File: src/rtl/buffer_read_tx.sv
// D4H buffer-read transmit engine: walks the 256-byte page buffer and shifts bytes out MSB-first on SO.
// Optional macro DUMMY_BYTE_EN inserts eight dummy sck cycles between address and data phases.
module buffer_read_tx (
  input  logic       sck,
  input  logic       rst_n,
  input  logic       cs_n,
  input  logic       start,
  input  logic [7:0] start_addr,
  input  logic [7:0] buf_out,
  output logic [7:0] rd_addr,
  output logic       en_read_buf,
  output logic       so,
  output logic       so_oe,
  output logic       rd_wrap
);

`ifdef DUMMY_BYTE_EN
  typedef enum logic [1:0] {
    ST_IDLE  = 2'd0,
    ST_DUMMY = 2'd1,
    ST_LOAD  = 2'd2,
    ST_SHIFT = 2'd3
  } state_t;
`else
  typedef enum logic [1:0] {
    ST_IDLE  = 2'd0,
    ST_LOAD  = 2'd2,
    ST_SHIFT = 2'd3
  } state_t;
`endif

  state_t     r_state;
  logic [7:0] r_rd_addr;
  logic [7:0] r_shreg;
  logic [2:0] r_bit_cnt;
  logic       r_en_read_buf;
  logic       r_rd_wrap;
`ifdef DUMMY_BYTE_EN
  logic [2:0] r_dummy_cnt;
`endif

  // Deasserting CS# aborts the transfer exactly like a reset
  logic w_arst_n;
  assign w_arst_n = rst_n & ~cs_n;

  function automatic logic addr_wraps(input logic [7:0] addr);
    return (addr == 8'hFF);
  endfunction

  // Transfer FSM: address/byte fetch, bit shifting and wrap tracking on falling sck
  always_ff @(negedge sck or negedge w_arst_n) begin
    if (!w_arst_n) begin
      r_state       <= ST_IDLE;
      r_rd_addr     <= 8'd0;
      r_shreg       <= 8'd0;
      r_bit_cnt     <= 3'd0;
      r_en_read_buf <= 1'b0;
      r_rd_wrap     <= 1'b0;
`ifdef DUMMY_BYTE_EN
      r_dummy_cnt   <= 3'd0;
`endif
    end else begin
      case (r_state)
        ST_IDLE: begin
          if (start) begin
            r_rd_addr <= start_addr;
            r_bit_cnt <= 3'd0;
            r_rd_wrap <= 1'b0;
`ifdef DUMMY_BYTE_EN
            r_dummy_cnt   <= 3'd7;
            r_state       <= ST_DUMMY;
            r_en_read_buf <= 1'b0;
`else
            r_state       <= ST_LOAD;
            r_en_read_buf <= 1'b1;
`endif
          end else begin
            r_state       <= ST_IDLE;
            r_en_read_buf <= 1'b0;
          end
        end
`ifdef DUMMY_BYTE_EN
        ST_DUMMY: begin
          if (r_dummy_cnt == 3'd0) begin
            r_state       <= ST_LOAD;
            r_en_read_buf <= 1'b1;
          end else begin
            r_dummy_cnt   <= r_dummy_cnt - 3'd1;
          end
        end
`endif
        ST_LOAD: begin
          r_shreg   <= buf_out;
          r_rd_addr <= r_rd_addr + 8'd1;
          r_bit_cnt <= 3'd7;
          r_state   <= ST_SHIFT;
          if (addr_wraps(r_rd_addr)) begin
            r_rd_wrap <= 1'b1;
          end
        end
        ST_SHIFT: begin
          // Last bit of a byte reloads immediately so the stream stays gapless
          if (r_bit_cnt != 3'd0) begin
            r_shreg   <= {r_shreg[6:0], 1'b0};
            r_bit_cnt <= r_bit_cnt - 3'd1;
          end else begin
            r_shreg   <= buf_out;
            r_rd_addr <= r_rd_addr + 8'd1;
            r_bit_cnt <= 3'd7;
            if (addr_wraps(r_rd_addr)) begin
              r_rd_wrap <= 1'b1;
            end
          end
        end
        default: begin
          r_state       <= ST_IDLE;
          r_en_read_buf <= 1'b0;
        end
      endcase
    end
  end

  // so_oe must fall in the same delta as CS#, so it is decoded directly from cs_n
  assign so_oe       = (r_state == ST_SHIFT) && !cs_n;
  assign so          = so_oe & r_shreg[7];
  assign rd_addr     = r_rd_addr;
  assign en_read_buf = r_en_read_buf;
  assign rd_wrap     = r_rd_wrap;

endmodule
File: config.mk
export PLATFORM = sky130hd
export DESIGN_NAME = buffer_read_tx
export DESIGN_NICKNAME = d
export VERILOG_FILES = /design/src/rtl/buffer_read_tx.sv
export SDC_FILE = /design/constraint.sdc
export NUM_CORES = 1
export LEC_CHECK = 0
export ABC_CLOCK_PERIOD_IN_PS = 1700
export BUFFER_PORTS_ARGS = -buffer_cell sky130_fd_sc_hd__buf_2
export CAP_MARGIN = 0
export CORE_ASPECT_RATIO = 0.6
export CORE_MARGIN = 2
export CORE_UTILIZATION = 30
export CTS_BUF_LIST = sky130_fd_sc_hd__clkbuf_16
export DETAILED_ROUTE_END_ITERATION = 16
export SLEW_MARGIN = 20
export SYNTH_ARGS = -nofsm -noshare
export SYNTH_HDL_FRONTEND = slang
export SYNTH_SLANG_ARGS = --single-unit
export TNS_END_PERCENT = 20
File: constraint.sdc
create_clock -name sck -period 1.7 [get_ports sck]
set_clock_uncertainty 0.15 [all_clocks]
set_input_delay 0.34 -clock sck [delete_from_list [all_inputs] [get_ports sck]]
set_output_delay 0.34 -clock sck [all_outputs]
set_load 0.05 [all_outputs]
After elaboration in Yosys (flattened, before gate mapping) --
Cells that the tools add are included.
Storage, ports and cells: register bits 23, output and inout bits 12, logic and storage cells 41
Cells by class: $add $sub $neg 2, eq/ne operators 5, mux-type cells 16, bitwise logic cells 3, reductions and logical operators 9
Operators with widths (count):
- 8-bit two-way mux | 3
- 8-bit one-hot mux with 3 select lines | 1
- 8-bit one-hot mux with 2 select lines | 1
- 3-bit one-hot mux with 3 select lines | 1
- 8-bit by 1-bit adder with 8-bit output (second input constant) | 1
- 8-bit == test (second input constant) | 1
- 3-bit two-way mux | 2
- 2-bit one-hot mux with 3 select lines | 1
- 3-bit nonzero test | 2
- 2-bit == test (second input constant) | 2
- 1-bit two-way mux | 4
- 2-bit inequality test (second input constant) | 2
- 1-bit one-hot mux with 3 select lines | 1
- 3-bit AND reduction | 1
- 3-bit by 1-bit subtractor with 3-bit output (second input constant) | 1
- 1-bit AND | 2
- 2-bit logical NOT | 1
- 2-bit two-way mux | 1
- 1-bit one-hot mux with 2 select lines | 1
- 2-bit AND reduction | 1
- 2-bit nonzero test | 1
- 2-bit OR reduction | 1
- 1-bit logical AND | 1
- 1-bit logical NOT | 1
- 1-bit NOT | 1

Depth between registers and ports, before layout --
depth after elaboration 4, gate-level depth with buffers 7, depth with buffers taken out 6

==> summary.md <==
| Metric | Value |
|---|---|
| Layout area overhead | 51.2% |
| Routed WL | 3280 µm |
| Worst-skew pair later-pin latency | 280 ps |
| Sink Count | 23 |
| Slew Viols, Final | 0 |
| Hold_sp | r_shreg[0] |
| Power, Total | 0.00120 W |
| Post-synth EDFFs | 0 |
| Place WS | -607 ps |
| Fillcell total | 405 |
| Hold WC Path Type | reg -> reg |
| Mapped Cells | 138 |
| Routability cong. | 0.813 |
| CP startpoint kind | flop |
| Share of cells above drive strength 1 | 0.441 |
| PortBufs | 31 |
| Hold Crit Endpoint | r_shreg[0] |
| Pwr per Cell Area | 620 nW/µm² |
| Hold buffer count at cts | 0 |
| Std-Cell Rows | 18 |
| Drc violations | 0 |
| Ys flop type | dfrtn_1 |
| Worst R2R Start | rd_addr[3] |
| Max cap viols | 0 |
| Endpoint arrival time on the critical path | 2000 ps |
| Final Setup Violations | 24 |
| Die height | 54.5 µm |
| Worst r2r dst | rd_addr[4] |
| WHS | 286 ps |
| RSZ-0062 raised after global routing | yes |
| Gr ovfl total | 0 |
| Seq/Total Area, Yosys | 0.451 |
| Vias | 1187 |
| WS Path Type | reg -> out |
| N_diodes | 0 |
| Post-synthesis register bit count | 23 |
| Die ar. | 4810 µm² |
| Design area | 1930 µm² |
| Max Root-Sink Buffers | 2 |
| Final setup TNS | -8520 ps |
| Ys Warns | 0 |
| Worst Hold Depth | 1 |
| Root buf cell | clkbuf_16 |
| Core footprint | 4100 µm² |
| Commonest non-fill, non-tap cell in the layout | buf_4 |
| R2R depth | 7 |
| Most frequent cells in the layout | buf_4, dfrtn_1, nand2_1, buf_2 |
| Routed len/inst | 12.9 µm |
| Largest net degree at the start of global routing | 37 |
| R2R Setup Slk | -120 ps |
| Final WS setup | -788 ps |
| CTS tree | built |
| Post-DRT Antenna Nets | 0 |
| Initial antenna violation count | 0 |
| Critical path data required time | 1210 ps |
| GRT Total Usage | 0.153 |
| Hold Vio Cnt, Final | 0 |
| CTS H-tree lvls | 1 |
| First-pass GRT wire length | 5590 µm |
| Placed Area | 1680 µm² |
| Vias in the first global route | 1178 |
| Outcome | finished with violations |
| Crit end category | output pin |
| Via density | 4.65 |
| Starting DRC count in detailed routing | 44 |
| Peak VDD IR | 0.298 mV |
| # IOs | 32 |
| Relative slew slack | 0.743 |
| Slew at the pin closest to its max-slew limit | 386 ps |
| Nets | 219 |
| Syn Area/Cell | 9.25 µm² |
| Starting Density | 0.311 |
| Clock transition at path regs | 50 ps |
| Leak pwr | 0.970 nW |
| CP max FO | 2 |
| Failing checks | negative setup slack |
| Mapped Nets | 161 |
| Synthesized area | 1280 µm² |
| Chip width | 88.2 µm |
| Library cells used by synthesis | 34 |
| First-pass iteration count of the detailed router | 4 |
| Post-DP HPWL | 2320 µm |
| Async SR Flop Fraction | 1.00 |
| Num CTS Buffers | 3 |
-- logic make-up (layout without fill, tap and decap cells) --
kind of cell | count (synthesis) | after routing | synth area share
compound gates | 39 | 39 | 0.218
fa+ha+maj | 3 | 3 | 0.0294
buf+inv | 13 | 70 | 0.0539
flops | 23 | 23 | 0.451
mux | 7 | 7 | 0.0559
simple gates | 53 | 53 | 0.192
-- worst max-delay path by stage --
stage | startpoint | to | slack, ps | depth (start not counted)
global placement | r_state[1] | so | -600 | 4
CTS | r_state[0] | so | -790 | 4
finish | r_state[0] | so | -790 | 4
floorplan | r_state[1] | so | -810 | 4
detailed placement | r_state[1] | so | -610 | 4
global route | r_state[0] | so | -860 | 4
-- cell type report --
type / count / area [µm²] / share of cell area
multi-input combinational: 102 / 693 / 0.359
sequential: 23 / 576 / 0.298
tap: 60 / 75.1 / 0.0389
inverter: 5 / 18.8 / 0.00973
clock inverter: 1 / 5.00 / 0.00259
timing repair buffer: 61 / 487 / 0.252
clock buffer: 3 / 75.1 / 0.0389
-- metrics by stage --
stage / instances / util
2_1_floorplan: 138 / -
3_3_place_gp: 246 / 0.410
3_5_place_dp: 246 / 0.410
4_1_cts: 253 / 0.461
5_1_grt: 255 / 0.471
6_report: 255 / 0.471
-- flip-flops by register name, summed over array words and instances, names as in the netlist --
name,count
r_shreg,8
rd_addr,8
r_bit_cnt,3
r_state,2
en_read_buf,1
rd_wrap,1
-- power breakdown --
group	internal [W]	switching (W)	leakage, nW
clock network	0.000317	0.000199	0.0409
registers	0.000563	0.00000756	0.262
logic	0.0000517	0.0000582	0.667
-- layer usage --
metal / GRT usage / up-vias / share of wire
li1: - / 606 / -
met1: 0.214 / 551 / 0.51
met2: 0.227 / 26 / 0.43
met3: 0.0528 / 4 / 0.053
met4: 0.0429 / 0 / 0.0076
met5: 0 / - / 0
-- repair_timing --
| action | in CTS | in global routing |
|---|---|---|
| pin swaps | 9 | 0 |
| gates resized for setup | 31 | 8 |
| setup endpoints to repair | 25 | 33 |
| setup buffers | 3 | 2 |
-- cells in the mapped netlist (3+ instances only) --
cell	instances	area [µm²]
nand2_1	21	78.8
a31oi_1	10	62.6
inv_1	4	15.0
ha_1	3	37.5
buf_4	3	22.5
and2_1	4	25.0
o21ai_0	3	15.0
a21oi_1	9	45.0
nor2_1	18	67.6
mux2i_1	6	60.1
dfrtn_1	23	576
clkbuf_1	3	11.3
nand3_1	4	20.0
-- critical path, cell delays in order, from the launching register on --
cell	delay, ps
dfrtn_1	450
nand2_4	70
nor2_4	70
and2_4	140
buf_8	130
Power figures use the tool's default switching activity.
